===== config.mk =====
export PLATFORM = sky130hd
export DESIGN_NAME = ctrl_encoder
export DESIGN_NICKNAME = d
export VERILOG_FILES = /design/src/rtl/ctrl_encoder.sv
export SDC_FILE = /design/constraint.sdc
export NUM_CORES = 1
export LEC_CHECK = 0
export CAP_MARGIN = 25
export CORE_MARGIN = 2
export CORE_UTILIZATION = 36
export DETAILED_ROUTE_END_ITERATION = 8
export GPL_TIMING_DRIVEN = 1
export PLACE_DENSITY = 0.68
export SYNTH_ARGS = -nofsm -noshare
export SYNTH_HDL_FRONTEND = slang
export SYNTH_SLANG_ARGS = --single-unit
export TNS_END_PERCENT = 100

===== constraint.sdc =====
create_clock -name clk -period 2.53 [get_ports clk]
set_input_delay 0.6325 -clock clk [delete_from_list [all_inputs] [get_ports clk]]
set_output_delay 0.6325 -clock clk [all_outputs]
set_load 0.03 [all_outputs]

===== src/rtl/ctrl_encoder.sv =====
// Control-bundle to instruction-word encoder: recovers the opcode from decoded
// control flags, packs the word and streams it with its byte address.
module ctrl_encoder #(
  parameter logic [31:0] BASE_ADDR = 32'h0000_0000,
  parameter int          DEPTH     = 256
) (
  input  logic        clk,
  input  logic        rst,
  input  logic        clr,
  input  logic        in_valid,
  output logic        in_ready,
  input  logic [3:0]  exe_cmd,
  input  logic        branch_en,
  input  logic        is_imm,
  input  logic        st_or_bne,
  input  logic        wb_en,
  input  logic        mem_r_en,
  input  logic        mem_w_en,
  input  logic [1:0]  branch_command,
  input  logic [4:0]  dest,
  input  logic [4:0]  src1,
  input  logic [4:0]  src2,
  input  logic [15:0] imm,
  output logic        out_valid,
  input  logic        out_ready,
  output logic [31:0] out_instr,
  output logic [31:0] out_addr,
  output logic        full,
  output logic        err,
  output logic [7:0]  err_cnt
);

  localparam logic [3:0] EXE_ADD = 4'd0, EXE_SUB = 4'd1, EXE_AND = 4'd2,
                         EXE_OR  = 4'd3, EXE_NOR = 4'd4, EXE_XOR = 4'd5,
                         EXE_SLA = 4'd6, EXE_SLL = 4'd7, EXE_SRA = 4'd8,
                         EXE_SRL = 4'd9, EXE_NO_OPERATION = 4'd15;

  localparam logic [1:0] COND_JUMP = 2'd0, COND_BEZ = 2'd1, COND_BNE = 2'd2;

  localparam logic [5:0] OP_ADD  = 6'd1,  OP_SUB  = 6'd3,  OP_AND  = 6'd5,
                         OP_OR   = 6'd6,  OP_NOR  = 6'd7,  OP_XOR  = 6'd8,
                         OP_SLA  = 6'd9,  OP_SLL  = 6'd10, OP_SRA  = 6'd11,
                         OP_SRL  = 6'd12, OP_ADDI = 6'd32, OP_SUBI = 6'd33,
                         OP_LD   = 6'd36, OP_ST   = 6'd37, OP_BEZ  = 6'd40,
                         OP_BNE  = 6'd41, OP_JMP  = 6'd42;

  localparam int CW = $clog2(DEPTH + 1);

  typedef enum logic [1:0] {K_ILL, K_NOP, K_R, K_I} kind_e;

  kind_e       kind;
  logic [5:0]  opcode;
  logic [5:0]  flags;
  logic [31:0] word;
  logic        legal;
  logic        init_done;
  logic [CW-1:0] count;
  logic [CW:0] occupancy;
  logic        in_fire;
  logic        out_fire;

  assign flags = {branch_en, is_imm, st_or_bne, wb_en, mem_r_en, mem_w_en};

  // NOTE: every combinational output gets a default first so no path leaves
  // it unassigned, which would otherwise infer a latch.
  always_comb begin
    kind   = K_ILL;
    opcode = 6'd0;
    case (flags)
      6'b000000: if (exe_cmd == 4'd0 && branch_command == 2'd0) kind = K_NOP;
      6'b000100: begin
        kind = K_R;
        case (exe_cmd)
          EXE_ADD: opcode = OP_ADD;
          EXE_SUB: opcode = OP_SUB;
          EXE_AND: opcode = OP_AND;
          EXE_OR:  opcode = OP_OR;
          EXE_NOR: opcode = OP_NOR;
          EXE_XOR: opcode = OP_XOR;
          EXE_SLA: opcode = OP_SLA;
          EXE_SLL: opcode = OP_SLL;
          EXE_SRA: opcode = OP_SRA;
          EXE_SRL: opcode = OP_SRL;
          default: kind   = K_ILL;
        endcase
      end
      6'b010100: begin
        kind = K_I;
        case (exe_cmd)
          EXE_ADD: opcode = OP_ADDI;
          EXE_SUB: opcode = OP_SUBI;
          default: kind   = K_ILL;
        endcase
      end
      6'b011110: if (exe_cmd == EXE_ADD) begin kind = K_I; opcode = OP_LD; end
      6'b011001: if (exe_cmd == EXE_ADD) begin kind = K_I; opcode = OP_ST; end
      6'b110000: if (exe_cmd == EXE_NO_OPERATION) begin
        if (branch_command == COND_BEZ)  begin kind = K_I; opcode = OP_BEZ; end
        if (branch_command == COND_JUMP) begin kind = K_I; opcode = OP_JMP; end
      end
      6'b111000: if (exe_cmd == EXE_NO_OPERATION && branch_command == COND_BNE) begin
        kind = K_I; opcode = OP_BNE;
      end
      default: kind = K_ILL;
    endcase
  end

  always_comb begin
    word = 32'h0000_0000;
    case (kind)
      K_R:     word = {opcode, dest, src1, src2, 11'd0};
      K_I:     word = {opcode, dest, src1, imm};
      default: word = 32'h0000_0000;
    endcase
  end

  assign legal     = (kind != K_ILL);
  // Held word counts toward capacity so full rises as the last word is loaded.
  assign occupancy = {1'b0, count} + {{CW{1'b0}}, out_valid};
  assign full      = (occupancy == (CW+1)'(DEPTH));
  assign in_ready  = init_done & ~full & (~out_valid | out_ready);
  assign in_fire   = in_valid & in_ready;
  assign out_fire  = out_valid & out_ready;
  assign out_addr  = BASE_ADDR + (32'(count) << 2);

  // NOTE: state registers use non-blocking assignment so every flop samples
  // pre-edge values regardless of statement order.
  always_ff @(posedge clk or negedge rst) begin
    if (!rst) begin
      init_done <= 1'b0;
      out_valid <= 1'b0;
      out_instr <= 32'h0000_0000;
      count     <= '0;
      err       <= 1'b0;
      err_cnt   <= 8'd0;
    end else begin
      init_done <= 1'b1;
      if (clr) begin
        out_valid <= 1'b0;
        out_instr <= 32'h0000_0000;
        count     <= '0;
        err       <= 1'b0;
        err_cnt   <= 8'd0;
      end else begin
        if (out_fire && count != CW'(DEPTH)) count <= count + 1'b1;
        if (in_fire && legal) begin
          out_valid <= 1'b1;
          out_instr <= word;
        end else if (out_fire) begin
          out_valid <= 1'b0;
        end
        if (in_fire && !legal) begin
          err <= 1'b1;
          if (err_cnt != 8'hFF) err_cnt <= err_cnt + 8'd1;
        end
      end
    end
  end

endmodule


Yosys cells after proc, flatten, opt, wreduce, memory -nomap -nowiden
Index checks and enable logic that the tools add are counted.

Register bits: 52. Bits in latches: 0. Memory bits (writable): 0. ROM bits: 0. Input bits: 48. Output and inout port bits: 76. Word-level logic and storage cells: 89. Memories: 0.

Add/subtract/negate cells: 3. $mul: 0. Divide/modulo/power cells: 0. Order comparisons: 0. Eq/ne operators: 23. Shift operators: 0. Mux-type cells: 31. Bitwise operators: 7. Reduce and logical (&&, ||, !) cells: 19.

Operators by type and width (number): $mux 32 (2); $pmux 32 s2 (1); $pmux 4 s10 (1); $mux 6 (6); $pmux 6 s6 (1); $mux 8 (3); $eq 6x5->1 const B (3); $mux 9 (2); $eq 4x3->1 const B (4); $mux 2 (7); $eq 4x4->1 const B (3); $eq 6x6->1 const B (2); $pmux 2 s6 (1); $pmux 6 s2 (1); $add 9x1->10 (1); $eq 10x9->1 const B (1); $reduce_bool 2->1 (5); $reduce_or 10->1 (1); $add 9x1->9 const B (1); $ne 9x9->1 const B (1); $add 8x1->8 const B (1); $eq 4x2->1 const B (2); $ne 8x8->1 const B (1); $eq 2x2->1 const B (3); other kinds (15) (29).

Depth between registers and ports, before layout
Gate-level depths: netlist (run 1).

Depth in word-level cells: 10. Depth in mapped cells: 11. Depth with buffers taken out: 8.

Worst setup path before layout (run 1)
OpenSTA, ideal clock, no wires.

Kind: reg2out. Start: reg count[0]. End: out in_ready. Arrival time: 2.173 ns. Data required time: 1.898 ns. Setup slack: -0.275 ns. Cell stages (with the launch flop): 8. Path buffers: 0. Path through: dfrtp_1 > ha_1 > ha_1 > nand3_1 > mux2i_1 > o31ai_1 > and4b_1 > nor2_1.

Cells in the longest elaborated chain, start to end: 5.

Ends and longest elaborated chain: start, declared (line 57) `logic [CW-1:0] count;`; start signal, assigned (line 145) `if (out_fire && count != CW'(DEPTH)) count <= count + 1'b1;`; $add 9x1->10 (line 119) `assign occupancy = {1'b0, count} + {{CW{1'b0}}, out_valid};`; $eq 10x9->1 (line 120) `assign full = (occupancy == (CW+1)'(DEPTH));`; named net full (line 28) `output logic full,`; $not 1->1 (line 121) `assign in_ready = init_done & ~full & (~out_valid | out_ready);`; $and 1x1->1 (2 in a row) (line 121); end, declared (line 11) `output logic in_ready,`.

The timed path passes the listed nets, and every way through them passes these cells.

Worst setup path in the final report (run 1)
Start: reg count[0]. End: out in_ready.

Cells in the longest elaborated chain, start to end: 5.

Ends and longest elaborated chain (line): $add 9x1->10 (119); $eq 10x9->1 (120); $not 1->1 (121); $and 1x1->1 (2 in a row) (121).

No other way between the ends.

==> results of run 1 <==
-- layer usage --
layer	wire (um)	vias to the layer above	global-route usage, %	part of all wire (%)
li1	-	1471	-	-
met1	3941	1517	24.08	44
met2	4538	103	30.98	50
met3	446	8	2.624	4.9
met4	116	0	4.531	1.3
met5	0	-	0	0
-- layout by cell type (no fill, tap or decap), types with 5 or more instances in the layout --
master and n:
o21ai_0 10, nand4_1 7, clkbuf_8 5, conb_1 25, inv_1 16, o22a_1 5, a21oi_1 5, dfrtp_1 48
nor2_1 22, buf_4 53, nand3_1 11, nand2_1 38, clkdlybuf4s50_1 95, a32o_1 11, mux2i_1 16, nor3_1 6
xnor2_1 5
-- sequential cells by signal, summed over array words and instances (netlist names) --
signal and flops:
init_done 1, err_cnt 8, err 1, count 9, out_valid 1, out_instr 31
-- cell families (layout without fill, tap and decap cells) --
| kind of cell | count (synthesis) | in the layout | synth area share [%] |
|---|---|---|---|
| flops | 51 | 51 | 39.77 |
| mux | 18 | 18 | 5.692 |
| simple gates | 134 | 135 | 22.50 |
| fa+ha+maj | 6 | 6 | 2.339 |
| compound gates | 64 | 64 | 15.28 |
| buf+inv | 63 | 180 | 11.73 |
| other cells | 2 | 25 | 0.2340 |
| xor+xnor | 9 | 9 | 2.456 |
-- per-stage QoR --
step                      setup WS [ns]  hold slack (ns)
final                           -0.1465           0.2841
after global routing            -0.2137           0.3065
after CTS                       -0.1197           0.2944
after detailed placement        -0.4475           0.5041
after global placement          -0.3780           0.4952
after floorplan                0.009735           0.3369
-- cell type report --
cell class,count,area [sq um]
fill,780,3829
multi-input combinational,257,1821
timing repair buffer,155,1440
sequential,51,1280
tap,108,135.1
clock buffer,6,72.57
inverter,17,63.81
clock inverter,2,37.54
-- power by group --
group / total, mW / internal, mW / switching (mW) / leakage, nW
Clock: 0.569 / 0.295 / 0.273 / 0.0514
Sequential: 0.823 / 0.818 / 0.00485 / 0.704
Combinational: 0.286 / 0.129 / 0.156 / 1.36
-- synth_stat cells, types with 7 or more instances --
master and n:
buf_2 7, nor3_1 8, inv_1 16, dfrtp_1 51, mux2i_1 16, nor2_1 24, nand3_1 12, nor4_1 8
o21ai_0 11, clkbuf_1 9, a32o_1 11, a21oi_1 8, nand2_1 38, buf_4 25, nand4_1 7
-- worst max-delay path, cell delays in order (launching register included) --
cell     delay, ns
dfrtp_2       0.44
ha_4          0.18
ha_4          0.18
nand3_4       0.06
mux2i_1       0.09
o31ai_2       0.28
and4b_2       0.32
nor2_4        0.05
buf_6         0.13
-- worst max-delay path by stage --
stage,start,end,cells past startpoint
6_report,count[0],in_ready,8
5_1_grt,count[0],in_ready,8
4_1_cts,count[0],in_ready,8
3_5_place_dp,mem_w_en,out_instr[13],8
3_3_place_gp,mem_w_en,out_instr[11],8
2_1_floorplan,count[0],in_ready,7
-- what timing repair did --
item,4_1_cts,5_1_grt
setup buffers,1,2
gates resized for setup,14,25
endpoints found under the setup margin,38,36
pin swaps,6,15
gates cloned,0,2
==> impl_metrics.yaml, run 1 <==
run_status:
  outcome: "complete, but fails checks"
  failed_checks: "negative setup slack"
clock_tree:
  cts_root_buffer: "clkbuf_8"
  clk_latency_ns: 0.30
  cts_buffers: 5
  cts_tree: "done"
  clock-sinks: 51
  h-tree-depth: 2
  cts_buffer_depth: 2
  cts_hold_buf: 0
  path_clk_slew_ns: 0.10
yosys:
  syn_avg_cell_area_sq_um: 9.249
  ys_seq_area_share_pct: 39.77
  synth_edf_count: 0
  synth_warnings: 0
  synth_area_leaders: "dfrtp_1, buf_4, mux2i_1"
  netlist.area_leader.share_pct: 39.77
  synth_top_flop_cell: "dfrtp_1"
  synth_async_sr_flop_share_pct: 100.0
  synth_area_leader_cell: "dfrtp_1"
  ys_ff_latch: 51
  syn_area_sq_mm: 0.003209
  netlist_instances: 347
  yosysUniqueCellTypes: 57
timing:
  setup_slack_ns: -0.1465
  setup_violations: 3
  drv_slew: 0
  skew_ns: 0.008963
  finalCritPeriodShare_pct: 105.8
  max_slew_margin_pct: 61.04
  min_period_ns: 2.677
  hold_viol: 0
  rsz0062_at_grt: "true"
  finalSetupTns_ns: -0.3151
  worstMarginPinSlew_ns: 0.5826
  fmaxAchievable_mhz: 373.6
placed_design:
  numPortBuffers: 99
  hpwl_um: 6620
  routabilityCongestion: 0.8913
  placed_area_sq_mm: 0.004526
  dp_cells: 583
power:
  p_leak_nw: 2.114
  p_total_mw: 1.678
  peakVddDrop_v: 0.0002006
  p_per_area_mw_per_mm2: 345.9
floorplanning:
  fp.dieH_um: 98.42
  die-area_sq_mm: 0.009687
  start_util_pct: 36.98
  core_sq_mm: 0.008678
  pin_count: 124
  dieWidth_um: 98.42
  num_rows: 34
layout:
  fin_area_sq_mm: 0.004850
  num_antenna_cells: 0
  fin_util_pct: 55.88
  fin_cells: 596
  drive_gt1_share_pct: 22.34
  nets: 541
  synthToLayoutAreaGrowth_pct: 51.11
routing:
  vias: 3099
  wirelength_um: 9042
  first_iter_violations: 179
  drtAntennaViolNets: 0
  dr.pass1.iters: 4
  vias_per_cell: 5.200
  wl_per_cell_um: 15.17
  route.detailed.drc: 0
setup_path:
  worst-path-max-fanout: 3
  reg2reg_slack_ns: 0.07
  cp.required_ns: 1.90
  rr_startpoint: "count[0]"
  startpoint_type: "flop"
  critPathKind: "flop to output port"
  arrival_ns: 2.04
  r2r_cells: 10
  r2r-end: "err_cnt[5]"
  end_kind: "output port"
grt:
  grt_pass1_vias: 3022
  antenna_found_initial: 0
  grt-ovfl-total: 0
  grt_pass1_wl_um: 14500
  grt_max_degree: 34
  track_usage_pct: 18.04
job:
  cap_violations: 0
hold_path:
  hold_path.class: "primary input to asynchronous set/reset pin"
Note: power is estimated with default switching activity, not from simulation.
==> run 2, diff against run 1 <==
Settings changed: GPL_ROUTABILITY_DRIVEN set to 0, TNS_END_PERCENT 100 to not set.
==> run 2 against run 1 <==
Net effect:
- the flow still finishes with violations (negative setup slack)
- critical endpoint unchanged
- setup slack improved by 0.073 ns
- flip-flop and latch count did not move
- critical path depth stayed put
- design area down 0.93%
- non-clock buffer count is the same
- clock-buffer cell count stayed put
- die area unchanged
- clock skew shrank 0.0011 ns
- critical path type unchanged
- sequential share of layout area grew 0.22 points
==> impl_metrics.yaml, run 2 (synthesis results as in run 1) <==
timing:
  drv_slew: 0
  hold_viol: 0
  setup_slack_ns: -0.07378
  setup_violations: 2
  worst_hold_slack_ns: 0.4321
  finalSetupTns_ns: -0.1282
  max_slew_margin_pct: 56.16
  fmaxAchievable_mhz: 384.1
  min_period_ns: 2.604
  rsz0062_at_grt: "true"
  skew_ns: 0.007909
  finalCritPeriodShare_pct: 102.9
  worstMarginPinSlew_ns: 0.6576
setup_path:
  crit_chain: "ha_4, ha_4, nand3_2, mux2i_1, o31ai_2, and4b_2, nor2_4, buf_6"
  startpoint_type: "flop"
  critPathMaxStageDelay_ns: 0.44
  cp.required_ns: 1.90
  path_delay_family: "flip-flops"
  r2r_cells: 10
  cp.depth: 8
  cpMostUsedCell: "ha_4"
  arrival_ns: 1.97
  worst-path-buf-inv: 1
  critPathKind: "flop to output port"
  end_kind: "output port"
  worst-path-max-fanout: 3
  slowest_stage: "dfrtp_2"
power:
  comb_power_share_pct: 17.3
  peakVddDrop_v: 0.0001715
  p_per_area_mw_per_mm2: 334.0
  p_seq_share_pct: 51.3
  p_leak_nw: 2.106
  clkPwrFrac_pct: 31.4
  swShare_pct: 27.20
  p_int_mw: 1.168
  p_sw_mw: 0.4365
layout:
  largest_reg_flops: 31
  reg.largest.list: "out_instr: 31 flops, count: 9 flops, err_cnt: 8 flops"
  fin_util_pct: 55.36
  drive_gt1_share_pct: 21.72
  layout_commonest_cell: "clkdlybuf4s50_1"
  fill_cells: 779
  num_antenna_cells: 0
  synthToLayoutAreaGrowth_pct: 49.71
  nets: 541
  fin_cells: 596
  mostFrequentLayoutCells: "clkdlybuf4s50_1, buf_4, dfrtp_1"
  regMostFlops: "out_instr"
clock_tree:
  clk_latency_ns: 0.30
  cts_buffer_depth: 2
  cts_root_buffer: "clkbuf_8"
  cts_hold_buf: 0
  cts_buffers: 5
  clock-sinks: 51
  h-tree-depth: 2
  cts_tree: "done"
  path_clk_slew_ns: 0.09
grt:
  track_usage_pct: 16.99
  grt_pass1_vias: 2971
  grt-ovfl-total: 0
  antenna_found_initial: 0
  grt_max_degree: 52
  grt_pass1_wl_um: 13740
floorplanning:
  num_rows: 34
  pin_count: 124
  fp.dieH_um: 98.42
  core_sq_mm: 0.008678
  die-area_sq_mm: 0.009687
  dieWidth_um: 98.42
  start_util_pct: 36.98
routing:
  vias_per_cell: 5.151
  dr.pass1.iters: 4
  wirelength_um: 8573
  vias: 3070
  route.detailed.drc: 0
  drtAntennaViolNets: 0
  first_iter_violations: 173
  wl_per_cell_um: 14.38
placed_design:
  numPortBuffers: 99
  hpwl_um: 6246
  dp_cells: 583
hold_path:
  hold_path.class: "primary input to asynchronous set/reset pin"
run_status:
  failed_checks: "negative setup slack"
  outcome: "complete, but fails checks"
job:
  cap_violations: 0
[run 2: final timing paths]
check	startpoint	endpoint	slack (ns)
worst max-delay path	count[0]	in_ready	-0.07
worst min register to register	err	err	0.53
max in group asynchronous	rst	count[0]	1.63
worst min-delay path	rst	err_cnt[5]	0.43
worst max register to register	count[0]	err_cnt[5]	0.10
min in group clk	err	err	0.53
[run 2: metrics by stage]
| step | instance area [sq um] | worst slack (ns) | power, mW |
|---|---|---|---|
| finish | 4805 | -0.07378 | 1.605 |
| global route | 4805 | -0.1851 | 1.679 |
| CTS | 4678 | -0.09969 | 1.616 |
| detailed placement | 4513 | -0.4552 | 1.108 |
| global placement | 4513 | -0.4070 | 1.106 |
| floorplan | 3307 | 0.009735 | 0.9844 |
[run 2: power groups by stage]
stage | registers [mW] | clock network [mW] | logic, mW
after detailed placement | 0.839 | 0 | 0.269
after CTS | 0.823 | 0.522 | 0.271
after global placement | 0.839 | 0 | 0.267
final | 0.823 | 0.504 | 0.278
after global routing | 0.824 | 0.555 | 0.300
after floorplan | 0.845 | 0 | 0.140
[run 2: layout make-up]
type | count | area [sq um] | share of cell area (%)
clock buffer | 6 | 82.58 | 1.719
tap | 108 | 135.1 | 2.813
clock inverter | 2 | 16.27 | 0.3385
multi-input combinational | 257 | 1795 | 37.37
timing repair buffer | 155 | 1433 | 29.82
inverter | 17 | 63.81 | 1.328
sequential | 51 | 1279 | 26.61
[run 2: what timing repair did]
action | CTS | global route
buffers inserted | 2 | 1
resized for setup | 12 | 23
setup endpoints to repair | 41 | 40
pin swaps | 4 | 9
gates cloned | 0 | 2
[run 2: per-layer routing]
layer	vias up	part of all wire, %	GRT usage (%)
met2	104	50	29.98
met4	0	1.1	3.688
met1	1482	43	21.66
met5	-	0	0
met3	9	5.7	3.333
li1	1475	-	-
==> run 3, diff against run 2 <==
Settings changed: CTS_CLUSTER_SIZE set to 10, PLACE_DENSITY 0.68 to 0.71.
Clock period 2.53 ns to 2.15 ns, I/O delays scaled along.
==> run 3 against run 2 <==
Net effect:
- the run still ends with negative setup slack left
- sequential share of layout area fell by 1.5 points
- worst hold slack worse by 0.27 ns
- power rose by 19%
- critical path depth stayed put
- critical endpoint unchanged
- clock power is 21% higher
==> impl_metrics.yaml, run 3 (synthesis results as in run 1) <==
power:
  p_total_mw: 1.916
  p_per_area_mw_per_mm2: 375.6
  p_int_mw: 1.377
  comb_power_share_pct: 17.7
  swShare_pct: 28.11
  p_leak_nw: 2.276
  p_sw_mw: 0.5385
  peakVddDrop_v: 0.0002813
  p_seq_share_pct: 50.5
  clkPwrFrac_pct: 31.8
routing:
  dr.pass1.iters: 4
  wl_per_cell_um: 15.27
  wl_met3_um: 477
  drt-met1-wl_um: 3939
  wirelength_um: 9316
  route.detailed.drc: 0
  dr.max_layer_used: "met4"
  vias: 3174
  vias_per_cell: 5.203
  drtAntennaViolNets: 0
  first_iter_violations: 94
  wl_met2_um: 4796
clock_tree:
  h-tree-depth: 2
  clock-sinks: 51
  cts_tree: "done"
  cts_buffer_depth: 2
  path_clk_slew_ns: 0.10
  cts_buffers: 5
  cts_hold_buf: 0
  clk_latency_ns: 0.30
  cts_root_buffer: "clkbuf_8"
timing:
  hold_viol: 0
  drv_slew: 0
  setup_violations: 43
  skew_ns: 0.007503
  setup_slack_ns: -0.3664
  fmaxAchievable_mhz: 397.4
  min_period_ns: 2.516
  finalCritPeriodShare_pct: 117.0
  rsz0062_at_grt: "true"
grt:
  grt_pass1_vias: 3196
  antenna_found_initial: 0
  grt-ovfl-total: 0
  track_usage_pct: 18.65
  grt_pass1_wl_um: 14980
  grt_max_degree: 32
hold_path:
  hold_path.class: "primary input to asynchronous set/reset pin"
placed_design:
  hpwl_um: 6562
  numPortBuffers: 99
floorplanning:
  core_sq_mm: 0.008678
  die-area_sq_mm: 0.009687
  dieWidth_um: 98.42
  start_util_pct: 36.98
  num_rows: 34
  pin_count: 124
  fp.dieH_um: 98.42
setup_path:
  startpoint_type: "flop"
  rr_startpoint: "count[0]"
  end_kind: "output port"
  critPathKind: "flop to output port"
  cp-startpoint: "count[0]"
  cp.required_ns: 1.61
  worst-path-max-fanout: 3
  arrival_ns: 1.98
layout:
  drive_gt1_share_pct: 26.10
  num_antenna_cells: 0
  synthToLayoutAreaGrowth_pct: 58.91
  regMostFlops: "out_instr"
  fill_cells: 760
  fin_util_pct: 58.77
  largest_reg_flops: 31
  layout_commonest_cell: "clkdlybuf4s50_1"
  nets: 555
  mostFrequentLayoutCells: "clkdlybuf4s50_1, buf_4, dfrtp_1"
  reg.largest.list: "out_instr: 31 flops, count: 9 flops, err_cnt: 8 flops"
run_status:
  outcome: "complete, but fails checks"
  failed_checks: "negative setup slack"
job:
  cap_violations: 0
-- run 3: cell type report --
cell class	instances	area [sq um]	share of cell area (%)
sequential	51	1282	25.15
tap	108	135.1	2.650
clock inverter	2	13.76	0.2699
timing repair buffer	170	1634	32.04
multi-input combinational	256	1888	37.02
inverter	17	63.81	1.251
clock buffer	6	82.58	1.619
-- run 3: worst paths after layout --
path	to	slack [ns]	depth (start not counted)
setup / recovery	in_ready	-0.37	8
hold / removal	err_cnt[5]	0.17	1
setup reg to reg	out_instr[19]	-0.20	10
hold reg to reg	err	0.51	1
max in group asynchronous	out_instr[5]	1.33	2
min in group clk	err	0.51	1
-- run 3: stage by stage --
step                TNS, ns  std cells  hold slack [ns]  worst slack, ns  cell area [sq um]
finish               -6.503        610           0.1657          -0.3664               5100
detailed placement   -27.46        585           0.4967          -0.7228               4636
global route         -10.80        610           0.1955          -0.4758               5100
global placement     -25.16        585           0.4838          -0.6615               4636
CTS                  -6.163        605           0.1878          -0.3745               5016
floorplan            -4.285        370           0.2419          -0.1784               3400
-- run 3: worst max-delay path, cell delays in order, from the launching register on --
cell and delay (ns):
dfrtp_2 0.45, ha_4 0.18, ha_4 0.17, nand3_4 0.06
mux2i_2 0.22, o31ai_2 0.09, and4b_2 0.26, nor2_4 0.11
buf_6 0.14
-- run 3: power groups by stage --
stage	logic [mW]	clock network, mW	registers [mW]
after detailed placement	0.323	0	0.987
after global routing	0.365	0.655	0.969
after global placement	0.317	0	0.986
after floorplan	0.170	0	0.994
after CTS	0.334	0.614	0.968
final	0.339	0.609	0.968
-- run 3: metal layers --
metal,vias up,global-route usage (%)
li1,1506,-
met1,1574,23.51
met2,86,32.76
met3,8,4.184
met4,0,4.215
met5,-,0
-- run 3: what timing repair did --
action | CTS | global route
pin swaps | 22 | 10
gates cloned | 3 | 1
gates resized for setup | 70 | 12
setup endpoints to repair | 45 | 46
setup buffers | 10 | 7
